### config.mk
export PLATFORM = sky130hd
export DESIGN_NAME = redtree_sched
export DESIGN_NICKNAME = d
export VERILOG_FILES = /design/src/rtl/redtree_pkg.sv /design/src/rtl/fan_sum_tree.sv /design/src/rtl/redtree_sched.sv
export SDC_FILE = /design/constraint.sdc
export NUM_CORES = 1
export LEC_CHECK = 0
export CAP_MARGIN = 20
export CORE_UTILIZATION = 45
export DETAILED_ROUTE_END_ITERATION = 12
export HOLD_SLACK_MARGIN = 0.03
export PLACE_DENSITY = 0.73
export SETUP_SLACK_MARGIN = 0.05
export SLEW_MARGIN = 20
export SYNTH_ARGS = -nofsm -noshare
export SYNTH_HDL_FRONTEND = slang
export SYNTH_SLANG_ARGS = --single-unit
### constraint.sdc
create_clock -name clk -period 3.9 [get_ports clk]
set_clock_uncertainty 0.2 [all_clocks]
set_input_delay 1.17 -clock clk [delete_from_list [all_inputs] [get_ports clk]]
set_output_delay 1.17 -clock clk [all_outputs]
set_load 0.02 [all_outputs]
### src/rtl/redtree_pkg.sv
// Shared types and index helpers for the FAN reduction-tree scheduler.
package redtree_pkg;

  typedef enum logic {IDLE = 1'b0, DRAIN = 1'b1} state_t;

  localparam int N_DEFAULT        = 4;
  localparam int NUM_CAND_DEFAULT = 2 * N_DEFAULT - 1;

  function automatic int num_cand(input int n);
    return 2 * n - 1;
  endfunction

  // Flat position of tree node (level l, pair i) among the n-1 internal nodes.
  function automatic int node_idx(input int n, input int l, input int i);
    return n - (n >> l) + i;
  endfunction

endpackage

### src/rtl/fan_sum_tree.sv
// Combinational power-of-two adder tree; every internal node sum is exposed
// at its flat node index.
module fan_sum_tree
  import redtree_pkg::*;
#(
  parameter int N = 4,
  parameter int W = 8,
  parameter int S = W + $clog2(N)
) (
  input  logic [N*W-1:0]     operands,
  output logic [(N-1)*S-1:0] node_sums
);

  localparam int L = $clog2(N);

  logic [S-1:0] sum_a [N-1];

  always_comb begin
    for (int k = 0; k < N - 1; k++) sum_a[k] = '0;
    for (int l = 0; l < L; l++) begin
      for (int i = 0; i < (N >> (l + 1)); i++) begin
        if (l == 0)
          sum_a[node_idx(N, 0, i)] = S'(operands[(2*i)*W +: W]) + S'(operands[(2*i+1)*W +: W]);
        else
          sum_a[node_idx(N, l, i)] = sum_a[node_idx(N, l-1, 2*i)] + sum_a[node_idx(N, l-1, 2*i+1)];
      end
    end
  end

  always_comb begin
    node_sums = '0;
    for (int k = 0; k < N - 1; k++) node_sums[k*S +: S] = sum_a[k];
  end

endmodule

### src/rtl/redtree_sched.sv
// Captures one beat of operand/vec-id pairs and drains its maximal same-id
// subtree sums one per cycle, lowest covered leaf first.
module redtree_sched
  import redtree_pkg::*;
#(
  parameter int N = 4,
  parameter int W = 8,
  parameter int V = 3,
  parameter int S = W + $clog2(N)
) (
  input  logic           clk,
  input  logic           rst,
  input  logic           in_valid,
  output logic           in_ready,
  input  logic [N*W-1:0] in_operands,
  input  logic [N*V-1:0] in_vec_ids,
  output logic           out_valid,
  input  logic           out_ready,
  output logic [S-1:0]   out_sum,
  output logic [V-1:0]   out_vec_id,
  output logic           out_last,
  output logic           busy
);

  localparam int NC = num_cand(N);
  localparam int L  = $clog2(N);
  localparam int IW = $clog2(N);

  state_t         state_q, state_d;
  logic [N-1:0]   pending_q, pending_d;
  logic [N*W-1:0] ops_q, ops_d;
  logic [N*V-1:0] ids_q, ids_d;

  logic [(N-1)*S-1:0] node_sums;
  logic [NC-1:0]      res_in, res_cap;
  logic [N-1:0]       start_in, pend_rest;
  logic [IW-1:0]      sel;
  logic [S-1:0]       sum_sel;
  logic [V-1:0]       id_sel;
  logic               fire_out;

  // Candidates 0..N-1 are leaves, N+node_idx(...) are tree nodes.
  function automatic logic [NC-1:0] result_mask(input logic [N*V-1:0] ids);
    logic [NC-1:0] uni;
    logic [NC-1:0] res;
    int c, a;
    uni = '0;
    res = '0;
    for (int k = 0; k < N; k++) uni[k] = 1'b1;
    for (int l = 0; l < L; l++) begin
      for (int i = 0; i < (N >> (l + 1)); i++) begin
        c = N + node_idx(N, l, i);
        a = (l == 0) ? 2 * i : N + node_idx(N, l - 1, 2 * i);
        uni[c] = uni[a] && uni[a+1] &&
                 (ids[((2*i) << l)*V +: V] == ids[((2*i+1) << l)*V +: V]);
      end
    end
    for (int k = 0; k < N; k++) res[k] = !uni[N + node_idx(N, 0, k / 2)];
    for (int l = 0; l < L; l++) begin
      for (int i = 0; i < (N >> (l + 1)); i++) begin
        c = N + node_idx(N, l, i);
        if (l == L - 1) res[c] = uni[c];
        else            res[c] = uni[c] && !uni[N + node_idx(N, l + 1, i / 2)];
      end
    end
    return res;
  endfunction

  // Results partition the leaves, so each is uniquely keyed by its lowest leaf.
  function automatic logic [N-1:0] start_mask(input logic [NC-1:0] res);
    logic [N-1:0] st;
    st = '0;
    for (int k = 0; k < N; k++) if (res[k]) st[k] = 1'b1;
    for (int l = 0; l < L; l++)
      for (int i = 0; i < (N >> (l + 1)); i++)
        if (res[N + node_idx(N, l, i)]) st[i << (l + 1)] = 1'b1;
    return st;
  endfunction

  fan_sum_tree #(.N(N), .W(W), .S(S)) u_tree (
    .operands  (ops_q),
    .node_sums (node_sums)
  );

  always_comb begin
    res_in   = result_mask(in_vec_ids);
    res_cap  = result_mask(ids_q);
    start_in = start_mask(res_in);

    sel = '0;
    for (int k = N - 1; k >= 0; k--) if (pending_q[k]) sel = IW'(k);

    sum_sel = '0;
    id_sel  = '0;
    for (int k = 0; k < N; k++) begin
      if (res_cap[k] && sel == IW'(k)) sum_sel = S'(ops_q[k*W +: W]);
      if (sel == IW'(k)) id_sel = ids_q[k*V +: V];
    end
    for (int l = 0; l < L; l++)
      for (int i = 0; i < (N >> (l + 1)); i++)
        if (res_cap[N + node_idx(N, l, i)] && sel == IW'(i << (l + 1)))
          sum_sel = node_sums[node_idx(N, l, i)*S +: S];

    pend_rest  = pending_q & (pending_q - N'(1));
    out_valid  = |pending_q;
    out_last   = out_valid && (pend_rest == '0);
    out_sum    = out_valid ? sum_sel : '0;
    out_vec_id = out_valid ? id_sel : '0;
    busy       = (state_q != IDLE);
    fire_out   = out_valid && out_ready;
    in_ready   = !rst && ((state_q == IDLE) || (fire_out && out_last));
  end

  always_comb begin
    state_d   = state_q;
    pending_d = pending_q;
    ops_d     = ops_q;
    ids_d     = ids_q;
    if (state_q == DRAIN && fire_out) begin
      pending_d = pend_rest;
      if (out_last && !in_valid) state_d = IDLE;
    end
    if (in_valid && in_ready) begin
      ops_d     = in_operands;
      ids_d     = in_vec_ids;
      pending_d = start_in;
      state_d   = DRAIN;
    end
  end

  always_ff @(posedge clk) begin
    if (rst) begin
      state_q   <= IDLE;
      pending_q <= '0;
      ops_q     <= '0;
      ids_q     <= '0;
    end else begin
      state_q   <= state_d;
      pending_q <= pending_d;
      ops_q     <= ops_d;
      ids_q     <= ids_d;
    end
  end

endmodule

==> flow_summary.ini, run 1 <==
[timing]
fin_crit_ps = 4380
rsz0062_at_grt = yes
max_freq_mhz = 228
fin_crit_sh = 1.12
timing.final.ws_setup_ps = -485
hold_viol = 0
tightest_slew_ps = 507
drv_slew = 0
relSlewSlack = 0.662
setup_viol = 7

[yosys]
synth.cell_area_um2 = 3590
yosysSeqAreaShare = 0.273
synth.net_count = 505
postSynthAreaPerCell_um2 = 8.37
synthFlopType = dfxtp_1
synthArstFlopShare = 0
synth.largest_area_cell = dfxtp_1
ys_seq_elements = 49
synth_top_area_frac = 0.273
yosys.cell_types.count = 52
syn_inst = 429
synth_warnings = 0
synthTopCellsByArea = dfxtp_1 (27%), mux2i_1 (13%), ha_1 (8.7%)
synth-edff-count = 0

[place]
hpwl_um = 7810
post-place-ws_ps = -714
dp.cells = 648
portBuffers = 64
placed_area_um2 = 4890
gp_congestion = 0.938

[power]
finalPower_mw = 1.89
ir_drop_v = 0.000274
p_seq_frac = 0.305
powerDensity_nw_per_um2 = 361
p_leak_nw = 2.36
p_int_mw = 1.23
netSwitchingFraction = 0.350
share_comb_of_total_power = 0.462
clockPowerShare = 0.234
switchingPower_mw = 0.662

[flow_run]
max_cap_viol_count = 0

[critical_path]
cp_top_family = compound AO/OA/AOI/OAI gates
crit_path_max_fanout = 3
cp-end-kind = primary output
r2r_start = pending_q[2]
r2r_slack_ps = 1580
slowest_stage = dfxtp_2
crit_path_max_incr_delay_ps = 350
crit_buf_inv = 2
startpoint_type = flop
worstPathRequired_ps = 2530
worstPathArrival_ps = 3010
critical_path.startpoint = ops_q[24]
path_cells = ha_4 > inv_2 > fa_2 > nor2b_2 > o31a_1 > o31ai_2 > a21boi_4 > ha_4 > o21a_1 > o31ai_2 > a21oi_2 > mux2i_1 > o21a_2 > buf_6
crit_type = reg -> out

[global_route]
grt_max_degree = 52
grt_pass1_vias = 3537
grt_pass1_wl_um = 16600
overflow = 0
antenna_found_initial = 0
grtUsageTotal = 0.245

[floorplanning]
dieWidth_um = 91.3
die_y_um = 91.3
core_area_um2 = 7730
dieArea_um2 = 8340
io_pins = 65
rows = 32
start_util = 0.465

[finish]
synthToLayoutAreaGrowth_pct = 46.1
n_antenna_cell = 0
layout_commonest_cell = buf_4
drive_gt1_frac = 0.273
final_cells = 663
postLayoutCellArea_um2 = 5250
most-common-layout-cells = buf_4 (80), nor2_1 (72), clkdlybuf4s50_1 (53), mux2i_1 (45), dfxtp_1 (41)
seqCellArea_um2 = 991
fin_nets = 636
fill_cells = 620
multi_input_area_um2 = 2690

[route]
drc = 0
antenna_left = 0
viasPerCell = 5.63
drtPass1Iterations = 5
wl_per_cell_um = 15.7
finalWirelength_um = 10400
drt_iter0_drc = 201
num_vias = 3730

[clocking]
htreeDepth = 2
numCtsBuffers = 5
cts-root-buf = clkbuf_8
cts_hold_buf = 0
path_clk_slew_ps = 100
clock_sinks = 49
clockBufferDepth = 2
cts_tree = done
clock_latency_ps = 300

[outcome]
violations = negative setup slack
status = finished, violations left

[min_path]
min_from = ops_q[15]
worstHoldPathType = reg -> reg
[power by group through the flow]
stage	clock network, mW	logic, mW	registers, mW
CTS	0.440	0.823	0.576
finish	0.442	0.874	0.577
global route	0.465	0.942	0.581
detailed placement	0	0.801	0.587
floorplan	0	0.484	0.577
global placement	0	0.785	0.583
[per-layer routing]
metal / routed length (um) / global-route usage / vias up
met1: 4620 / 0.311 / 1792
met2: 5220 / 0.443 / 106
met4: 146 / 0.0489 / 0
met3: 415 / 0.0310 / 19
li1: - / - / 1813
met5: 0 / 0 / -
[synthesized netlist by cell type (2+ instances only)]
library cell	n
buf_2	4
nand3_1	7
nor2_1	74
clkbuf_1	5
a21oi_1	25
a211oi_1	4
buf_6	2
mux2i_1	45
a21o_1	4
dfxtp_1	49
o31ai_1	3
a22oi_1	15
a211o_1	3
o221ai_1	8
nor2b_1	3
o21bai_1	3
ha_1	25
o21ai_1	4
a31oi_1	9
o211ai_1	5
nand2b_1	2
fa_1	3
nand2_1	24
o21a_1	5
or2_1	2
o21ai_0	18
nor3_2	2
buf_4	7
or2_2	2
xor2_1	14
o22ai_1	4
nor3_1	5
inv_1	10
buf_1	2
xnor2_1	15
[metrics by stage]
| stage | util | hold WS, ps | TNS, ps |
|---|---|---|---|
| finish | 0.679 | 356 | -2550 |
| global route | 0.679 | 383 | -3400 |
| CTS | 0.665 | 356 | -2280 |
| detailed placement | 0.633 | 333 | -3800 |
| global placement | 0.633 | 319 | -3300 |
| floorplan | - | 274 | 0 |
[final cells by class]
type	count	area share
sequential	49	0.189
clock inverter	3	0.0131
clock buffer	5	0.0131
timing repair buffer	144	0.239
inverter	11	0.00787
multi-input combinational	349	0.513
tap	102	0.0243
[tightest hold or removal path, delay by kind of cell (launching register included)]
kind | cells | cell delay, ps
multiplexers | 1 | 130
flip-flops | 1 | 340
AND/OR/NAND/NOR | 1 | 50
[sequential cells by signal (all words and copies together) (netlist names)]
register   flops
pending_q      4
ids_q         12
ops_q         32
busy           1
[cells by family (layout without fill, tap and decap cells)]
group,after synthesis,in the layout,synth area share
buffers and inverters,31,163,0.0453
xor gates and xnor gates,29,29,0.0707
AOI/OAI and AO/OA,119,119,0.222
DFF,49,49,0.273
and+or+nand+nor,128,128,0.160
muxes,45,45,0.125
adders and majority gates,28,28,0.104
[path summary, 6_finish.rpt]
check                                  end  cells past startpoint
worst min register to register   ops_q[15]                      2
worst max register to register    ops_q[4]                      8
worst min-delay path             ops_q[15]                      2
worst max-delay path            out_sum[8]                     14
[repair_timing]
item | 4_1_cts | 5_1_grt
cloned | 0 | 0
pin swaps | 22 | 15
buffers inserted | 4 | 3
gates resized for setup | 63 | 20
setup endpoints to repair | 11 | 10
Power figures use the tool's default switching activity.
==> run 2: changes to the inputs <==
--- a/config.mk
+++ b/config.mk
@@ -5,7 +5,7 @@
 export SDC_FILE = /design/constraint.sdc
 export NUM_CORES = 1
 export LEC_CHECK = 0
-export CAP_MARGIN = 20
+export CAP_MARGIN = 10
 export CORE_UTILIZATION = 45
 export DETAILED_ROUTE_END_ITERATION = 12
 export HOLD_SLACK_MARGIN = 0.03
==> results of run 2 <==
Final layout, timing and power as in run 1 (identical DEF).
